**src/rtl/vjtag_bus_ctrl.sv**
```systemverilog
// Virtual-JTAG command sequencer: scans host commands in, runs one req/ack bus transaction per CMD update.
// Optional bus timeout is built when VJTAG_BUS_CTRL_TIMEOUT_EN is defined.
module vjtag_bus_ctrl #(
    parameter int ADDR_W  = 6,
    parameter int DATA_W  = 16,
    parameter int TIMEOUT = 255
) (
    input  logic              tck,
    input  logic              reset,
    input  logic              tdi,
    output logic              tdo,
    input  logic [1:0]        ir_in,
    input  logic              virtual_state_cdr,
    input  logic              virtual_state_sdr,
    input  logic              virtual_state_udr,
    output logic              bus_req,
    output logic              bus_we,
    output logic [ADDR_W-1:0] bus_addr,
    output logic [DATA_W-1:0] bus_wdata,
    input  logic              bus_ack,
    input  logic [DATA_W-1:0] bus_rdata
);

    // state | meaning
    // IDLE  | no transaction outstanding, CMD update launches one
    // REQ   | bus_req asserted, waiting for bus_ack (or timeout)
    typedef enum logic {IDLE, REQ} state_t;

    localparam int W = 1 + ADDR_W + DATA_W;

    state_t              state;
    state_t              state_nxt;
    logic                busy;
    logic                expire;
    logic                timeout_bit;
    logic [W-1:0]        cmd_sr;
    logic [7:0]          stat_sr;
    logic                bypass_reg;
    logic [DATA_W-1:0]   last_rdata;
    logic [ADDR_W-1:0]   last_addr;
    logic                last_we;
    logic                overrun_flag;
    logic [3:0]          count;

    wire cmd_sel  = (ir_in == 2'd1);
    wire stat_sel = (ir_in == 2'd2);
    wire cmd_cdr  = virtual_state_cdr && cmd_sel;
    wire cmd_sdr  = virtual_state_sdr && cmd_sel;
    wire cmd_udr  = virtual_state_udr && cmd_sel;
    wire stat_cdr = virtual_state_cdr && stat_sel;
    wire stat_sdr = virtual_state_sdr && stat_sel;
    wire stat_udr = virtual_state_udr && stat_sel;

`ifdef VJTAG_BUS_CTRL_TIMEOUT_EN
    localparam logic [7:0] TIMER_LOAD = 8'(TIMEOUT - 1);

    // Down-counter loaded at launch; terminal count 0 marks the TIMEOUT-th REQ cycle.
    logic [7:0] timer;
    logic       timeout_flag;

    assign expire      = (state == REQ) && (timer == 8'd0) && !bus_ack;
    assign timeout_bit = timeout_flag;
`else
    assign expire      = 1'b0;
    assign timeout_bit = 1'b0;
`endif

    always_ff @(posedge tck) begin
        if (reset) begin
            state <= IDLE;
        end else begin
            state <= state_nxt;
        end
    end

    always_comb begin
        state_nxt = state;
        case (state)
            IDLE:    if (cmd_udr) state_nxt = REQ;
            REQ:     if (bus_ack || expire) state_nxt = IDLE;
            default: state_nxt = IDLE;
        endcase
    end

    always_comb begin
        busy    = (state == REQ);
        bus_req = (state == REQ);
    end

    always_comb begin
        if (cmd_sel)       tdo = cmd_sr[0];
        else if (stat_sel) tdo = stat_sr[0];
        else               tdo = bypass_reg;
    end

    always_ff @(posedge tck) begin
        if (reset) begin
            cmd_sr       <= '0;
            stat_sr      <= '0;
            bypass_reg   <= 1'b0;
            bus_we       <= 1'b0;
            bus_addr     <= '0;
            bus_wdata    <= '0;
            last_rdata   <= '0;
            last_addr    <= '0;
            last_we      <= 1'b0;
            overrun_flag <= 1'b0;
            count        <= '0;
`ifdef VJTAG_BUS_CTRL_TIMEOUT_EN
            timer        <= '0;
            timeout_flag <= 1'b0;
`endif
        end else begin
            bypass_reg <= tdi;

            if (cmd_cdr)      cmd_sr <= {last_rdata, last_addr, busy};
            else if (cmd_sdr) cmd_sr <= {tdi, cmd_sr[W-1:1]};

            if (stat_cdr)      stat_sr <= {count, last_we, overrun_flag, timeout_bit, busy};
            else if (stat_sdr) stat_sr <= {tdi, stat_sr[7:1]};

            // Sticky clears first so a same-edge event still sets its flag.
            if (stat_udr) begin
                overrun_flag <= 1'b0;
`ifdef VJTAG_BUS_CTRL_TIMEOUT_EN
                timeout_flag <= 1'b0;
`endif
            end

            if (state == IDLE && cmd_udr) begin
                bus_we    <= cmd_sr[0];
                bus_addr  <= cmd_sr[ADDR_W:1];
                bus_wdata <= cmd_sr[W-1:ADDR_W+1];
`ifdef VJTAG_BUS_CTRL_TIMEOUT_EN
                timer     <= TIMER_LOAD;
`endif
            end

            if (state == REQ) begin
                if (cmd_udr) overrun_flag <= 1'b1;
`ifdef VJTAG_BUS_CTRL_TIMEOUT_EN
                if (timer != 8'd0) timer <= timer - 8'd1;
`endif
                if (bus_ack) begin
                    count     <= count + 4'd1;
                    last_addr <= bus_addr;
                    last_we   <= bus_we;
                    if (!bus_we) last_rdata <= bus_rdata;
                end
`ifdef VJTAG_BUS_CTRL_TIMEOUT_EN
                else if (expire) begin
                    timeout_flag <= 1'b1;
                    last_rdata   <= '0;
                end
`endif
            end
        end
    end

endmodule
```
**config.mk**
```make
export PLATFORM = sky130hd
export DESIGN_NAME = vjtag_bus_ctrl
export DESIGN_NICKNAME = d
export VERILOG_FILES = /design/src/rtl/vjtag_bus_ctrl.sv
export SDC_FILE = /design/constraint.sdc
export NUM_CORES = 1
export LEC_CHECK = 0
export ABC_AREA = 1
export BUFFER_PORTS_ARGS = -buffer_cell sky130_fd_sc_hd__clkbuf_2
export CORE_UTILIZATION = 57
export DETAILED_ROUTE_END_ITERATION = 6
export HOLD_SLACK_MARGIN = 0.02
export PLACE_DENSITY = 0.79
export SYNTH_ARGS = -nofsm -noshare
export SYNTH_HDL_FRONTEND = slang
export SYNTH_SLANG_ARGS = --single-unit
```
**constraint.sdc**
```tcl
create_clock -name tck -period 1.4 [get_ports tck]
set_input_delay 0.21 -clock tck [delete_from_list [all_inputs] [get_ports tck]]
set_output_delay 0.21 -clock tck [all_outputs]
set_load 0.03 [all_outputs]
```
==> results of run 1 <==
==> power groups by stage <==
stage	Clock [W]	Combinational, W	Sequential (W)
detailed placement	0	0.000665	0.00261
global placement	0	0.000650	0.00260
CTS	0.00200	0.000674	0.00255
finish	0.00199	0.000675	0.00255
global route	0.00210	0.000757	0.00256
floorplan	0	0.000398	0.00267
==> layout by cell type, fill, tap and decap left out <==
cell type,count
clkinv_4,1
nand4_1,1
dfxtp_2,1
nor2_2,1
nand3_1,33
o22ai_1,1
dfxtp_1,83
nor3_1,2
clkbuf_8,11
nor2_1,101
or2_2,22
buf_4,9
buf_12,5
bufinv_16,2
a21oi_1,29
clkbuf_2,48
o21ai_0,27
clkinvlp_4,2
inv_2,3
nor2_4,3
clkinv_1,2
nand2_2,1
buf_2,1
nand2_1,163
ha_1,1
inv_1,37
==> how the worst max path moves through the flow <==
| stage | slack, ps | from | end |
|---|---|---|---|
| 2_1_floorplan | 120 | bus_req | last_rdata[10] |
| 3_3_place_gp | 150 | ir_in[1] | stat_sr[0] |
| 3_5_place_dp | 110 | ir_in[1] | stat_sr[0] |
| 4_1_cts | 20 | cmd_sr[0] | tdo |
| 5_1_grt | 6 | bus_req | last_rdata[10] |
| 6_report | 30 | cmd_sr[0] | tdo |
==> worst max-delay path, stage by stage, from the launching register on <==
cell and delay (ps):
dfxtp_1 310, inv_1 70, o22ai_1 190, buf_2 220
==> per-stage QoR <==
stage / area (um^2) / setup slack (ps) / utilization, %
3_3_place_gp: 4003 / 145.0 / 66.42
3_5_place_dp: 4003 / 109.4 / 66.42
4_1_cts: 4238 / 24.18 / 70.33
2_1_floorplan: 3613 / 121.6 / -
5_1_grt: 4238 / 5.942 / 70.33
6_report: 4238 / 32.92 / 70.33
==> area by class of cell <==
class / instances / area (um^2)
Fill cell: 509 / 1788
Sequential cell: 84 / 1683
Multi-Input combinational cell: 385 / 1655
Clock inverter: 5 / 83.83
Tap cell: 75 / 93.84
Clock buffer: 11 / 151.4
Timing Repair Buffer: 63 / 412.9
Inverter: 42 / 157.7
==> cells by family after synthesis <==
kind of cell	synth area share (%)
compound gates	7.932
fa+ha+maj	0.3463
buf+inv	7.620
flops	46.55
simple gates	37.55
==> per-layer routing <==
layer  wire (um)  vias to the layer above  GRT usage (%)
met5           0                        -              0
met3         442                       12          3.778
met2        3778                      103          43.17
met4         119                        0          10.00
li1            -                     1749              -
met1        3963                     1522          36.05
==> cells in the mapped netlist <==
master and count:
o22ai_1 1, inv_2 3, or2_2 22, nand3_1 33
ha_1 1, nor2_1 101, nor2_4 3, inv_1 37
clkinv_1 2, o21ai_0 27, clkbuf_1 13, nand2_1 163
buf_2 9, nand2_2 1, buf_1 1, nor2_2 1
nor3_1 2, buf_4 2, clkbuf_2 1, a21oi_1 29
dfxtp_1 84, nand4_1 1
==> run summary, run 1 <==
Max clock buf depth: 2
R2r startpoint: bus_req
Count of warnings emitted by yosys: 0
Routability cong.: 0.8032
Fin nets: 611
Setup-failing EPs final: 0
Least-Margin Pin Slew: 525.8 ps
Leak pwr: 2.163 nW
Share of layout cells above drive strength 1: 18.64%
P_int: 0.003847 W
Unrepaired setup endpoints after global routing: false
Max Fclk: 731.5 MHz
Critical path type: flop to output port
Post-route ant nets: 0
Max-Slew Margin vs Limit: 64.91%
Worst IR Drop VDD: 0.7401 mV
Clock power share: 38.2%
Yosys cell types: 22
Overall power: 0.005219 W
Cell count after synthesis: 537
GRT Total Usage: 26.69%
Min-Delay Endpoint: last_rdata[10]
Die area: 6659 um^2
Tcrit/Tclk final: 97.65%
Vias: 3386
Tightest Hold Check Type: primary input to flop
# DRC: 0
Placed insts: 649
Wire per inst: 12.49 um
Regs by FF count: cmd_sr (23), bus_wdata (16), last_rdata (16)
CTS sink count: 84
Switch share: 26.28%
Final Hold Viols: 0
Post-synth design cell area: 3612 um^2
Final Max Tran Viols: 0
Internal reg-to-reg setup slack: 120 ps
Syn Nets: 563
Largest net degree at the start of global routing: 76
Worst-path maximum fanout: 3
Row Count: 28
Reg-to-reg endpoint: last_rdata[1]
PortBufs: 49
Vias in the first global route: 2991
Synth Area per Inst: 6.727 um^2
H-tree Lvls: 3
P_sw: 0.001372 W
Worst Setup Start Kind: flop
Grt total ovfl: 0
Top cells by area, synth: dfxtp_1, nand2_1, nor2_1
Pwr/cell area: 1231 nW/um^2
Global-route wire length before repair: 13540 um
Flop pwr share: 48.9%
CP Data Required Time: 1190 ps
Status: complete, no violations
Crit path capture type: output port
TritonCTS clock tree: built
Top-Level Pins: 50
Initial Util: 59.95%
Vias per Instance: 5.092
Combinational share of power: 12.9%
FF+latch count, synth: 84
Diodes inserted: 0
HPWL after DPL: 5314 um
Most flop-heavy register: cmd_sr
First-pass DRT Iterations: 4
Final Non-Filler Cells: 665
Clock Skews: 6.630 ps
Num CTS Buffers: 9
Reg2reg path depth: 5
Max-cap viol count: 0
Fin crit period: 1367 ps
Root Driver: clkbuf_8
Area grow syn2layout: 17.32%
Sequential share of the synthesized area: 46.55%
Die width: 81.61 um
TNS Setup: 0 ps
Clock slew at reported path FFs: 90 ps
Clk_lat worst skew: 360 ps
Area share of the largest cell type after synthesis: 46.55%
Hold_sp: bus_rdata[10]
Initial antenna violation count: 0
Hold depth: 3
Post-CTS Hold Fix Bufs: 0
Leading area contributor after synthesis: dfxtp_1
Max reg flops: 23
Final wirelength: 8303 um
CP arrival: 1160 ps
Post-cts resize count: 0
Die Height: 81.61 um
DRT iter0 DRCs: 258
Post-CTS Setup Inserts: 0
Worst hold slack: 70.19 ps
Core Box Area: 6026 um^2
Power figures use the tool's default switching activity.
==> run 2: changes to the inputs <==
--- a/config.mk
+++ b/config.mk
@@ -11,6 +11,7 @@
 export DETAILED_ROUTE_END_ITERATION = 6
 export HOLD_SLACK_MARGIN = 0.02
 export PLACE_DENSITY = 0.79
+export REMOVE_ABC_BUFFERS = 1
 export SYNTH_ARGS = -nofsm -noshare
 export SYNTH_HDL_FRONTEND = slang
 export SYNTH_SLANG_ARGS = --single-unit
==> run 2 against run 1 <==
  * Global-route usage down 0.19 points
  * Largest cell class unchanged
  * Highest routed layer unchanged
  * Critical endpoint unchanged
  * Combinational power rose by 1%
  * Sequential share of layout area increased by 0.076 points
==> run summary, run 2 (synthesis gave the netlist of run 1 again) <==
Worst-path maximum fanout: 3 (unchanged)
Clock power share: 35.3% (was 38.2%)
Status: complete, no violations (unchanged)
Worst path slowest cell: dfxtp_1 (unchanged)
Clk_lat worst skew: 350 ps (was 360 ps)
Placed insts: 651 (was 649)
Final Hold Viols: 0 (unchanged)
Diodes inserted: 0 (unchanged)
Tcrit/Tclk final: 95.18% (was 97.65%)
Regs by FF count: cmd_sr (23), bus_wdata (16), last_rdata (16) (unchanged)
Max-cap viol count: 0 (unchanged)
Critical path type: flop to output port (unchanged)
# DRC: 0 (unchanged)
Initial Util: 59.95% (unchanged)
Critical path origin: cmd_sr[0] (unchanged)
Combinational share of power: 13.7% (was 12.9%)
First-pass DRT Iterations: 5 (was 4)
PortBufs: 49 (unchanged)
Max reg flops: 23 (unchanged)
Pwr/cell area: 1182 nW/um^2 (was 1231 nW/um^2)
Top-Level Pins: 50 (unchanged)
Tightest Hold Check Type: primary input to flop (unchanged)
Switch share: 26.79% (was 26.28%)
Least-Margin Pin Slew: 536.6 ps (was 525.8 ps)
DRT iter0 DRCs: 192 (was 258)
Overall power: 0.004995 W (was 0.005219 W)
Worst IR Drop VDD: 0.7330 mV (was 0.7401 mV)
Die area: 6659 um^2 (unchanged)
CP arrival: 1120 ps (was 1160 ps)
Reg2reg path depth: 5 (unchanged)
Post-CTS Setup Inserts: 0 (unchanged)
Most flop-heavy register: cmd_sr (unchanged)
Internal reg-to-reg setup slack: 130 ps (was 120 ps)
Buf/Inv on CP: 2 (unchanged)
HPWL after DPL: 5362 um (was 5314 um)
Vias per Instance: 5.139 (was 5.092)
Clock slew at reported path FFs: 80 ps (was 90 ps)
TritonCTS clock tree: built (unchanged)
Vias in the first global route: 3084 (was 2991)
Die Height: 81.61 um (unchanged)
Crit-path cells: inv_1 -> o22ai_2 -> buf_4 (was inv_1 -> o22ai_1 -> buf_2)
Initial antenna violation count: 0 (unchanged)
Leak pwr: 2.174 nW (was 2.163 nW)
Final Max Tran Viols: 0 (unchanged)
P_sw: 0.001338 W (was 0.001372 W)
Largest net degree at the start of global routing: 66 (was 76)
Num CTS Buffers: 9 (unchanged)
Area grow syn2layout: 17.01% (was 17.32%)
Hold_sp: bus_rdata[4] (was bus_rdata[10])
Final wirelength: 8251 um (was 8303 um)
Most frequent cells in the layout: nand2_1, nor2_1, dfxtp_1 (unchanged)
Vias: 3428 (was 3386)
Wire per inst: 12.37 um (was 12.49 um)
GRT Total Usage: 26.49% (was 26.69%)
Max clock buf depth: 2 (unchanged)
Reg-to-reg endpoint: last_rdata[1] (unchanged)
Root Driver: clkbuf_8 (unchanged)
Core Box Area: 6026 um^2 (unchanged)
CP top delay family: flip-flops (unchanged)
Max Fclk: 750.5 MHz (was 731.5 MHz)
Min-Delay Endpoint: last_rdata[4] (was last_rdata[10])
Crit path capture type: output port (unchanged)
CTS sink count: 84 (unchanged)
Max incr delay on CP: 320 ps (was 310 ps)
Most common cell after layout, fill and taps aside: nand2_1 (unchanged)
Fin nets: 613 (was 611)
Share of layout cells above drive strength 1: 19.09% (was 18.64%)
Worst Setup Start Kind: flop (unchanged)
Die width: 81.61 um (unchanged)
Routability cong.: 0.8259 (was 0.8032)
H-tree Lvls: 3 (unchanged)
Final Non-Filler Cells: 667 (was 665)
Row Count: 28 (unchanged)
Post-route ant nets: 0 (unchanged)
Grt total ovfl: 0 (unchanged)
Clock Skews: 5.839 ps (was 6.630 ps)
Unrepaired setup endpoints after global routing: false (unchanged)
CP Data Required Time: 1190 ps (about the same)
Setup-failing EPs final: 0 (unchanged)
Post-CTS Hold Fix Bufs: 0 (unchanged)
Flop pwr share: 51.0% (was 48.9%)
P_int: 0.003657 W (was 0.003847 W)
Global-route wire length before repair: 13380 um (was 13540 um)
Max-Slew Margin vs Limit: 64.19% (was 64.91%)
TNS Setup: 0 ps (unchanged)
Fin crit period: 1332 ps (was 1367 ps)
Hold depth: 3 (unchanged)
R2r startpoint: bus_req (unchanged)
-- run 2: changes by cell type in the layout (fill, tap and decap cells not counted), sizes merged --
| cell | previous run | this run |
|---|---|---|
| bufinv | 2 | 1 |
| buf | 15 | 17 |
| inv | 40 | 41 |
| clkinvlp | 2 | 0 |
| clkinv | 3 | 5 |
-- run 2: timing repair --
action / CTS / global route
cloned: 0 / 0
resized for setup: 1 / 3
setup endpoints to repair: 1 / 1
-- run 2: worst register-to-register path, stage by stage, from the launching register on --
cell     delay (ps)
dfxtp_1         440
nand2_2         130
nor2_4          100
inv_1           230
nor2_1          190
nor2_1           70
-- run 2: power by group through the flow --
stage          Sequential, W  Combinational [W]  Clock [W]
2_1_floorplan        0.00267           0.000376          0
3_3_place_gp         0.00260           0.000655          0
3_5_place_dp         0.00260           0.000674          0
4_1_cts              0.00255           0.000680    0.00180
5_1_grt              0.00256           0.000765    0.00189
6_report             0.00255           0.000684    0.00176
-- run 2: area by class of cell --
class                           instances  area (um^2)
Inverter                               42        157.7
Clock inverter                          5        50.05
Fill cell                             540         1799
Sequential cell                        84         1682
Tap cell                               75        93.84
Multi-Input combinational cell        385         1662
Timing Repair Buffer                   65        430.4
Clock buffer                           11        151.4
-- run 2: routing by layer --
layer | share of wire [%] | up-vias | GRT usage, %
met5 | 0 | - | 0
li1 | - | 1747 | -
met3 | 5.3 | 11 | 5.778
met4 | 1.4 | 0 | 11.40
met2 | 49 | 106 | 45.83
met1 | 44 | 1564 | 31.49
-- run 2: how the worst max path moves through the flow --
stage / to / slack (ps) / cells past startpoint
floorplan: stat_sr[0] / -500 / 5
global placement: stat_sr[0] / 160 / 7
detailed placement: bus_wdata[5] / 110 / 8
CTS: tdo / 7 / 3
global route: last_rdata[13] / 5 / 5
finish: tdo / 70 / 3
-- run 2: per-stage QoR --
| step | utilization (%) | hold WS [ps] | worst slack [ps] | area, um^2 |
|---|---|---|---|---|
| 4_1_cts | 70.04 | 72.60 | 6.920 | 4220 |
| 2_1_floorplan | - | 279.1 | -499.0 | 3495 |
| 6_report | 70.14 | 77.70 | 67.52 | 4227 |
| 5_1_grt | 70.14 | 78.64 | 4.867 | 4227 |
| 3_5_place_dp | 66.65 | 441.0 | 107.7 | 4016 |
| 3_3_place_gp | 66.65 | 431.2 | 161.4 | 4016 |
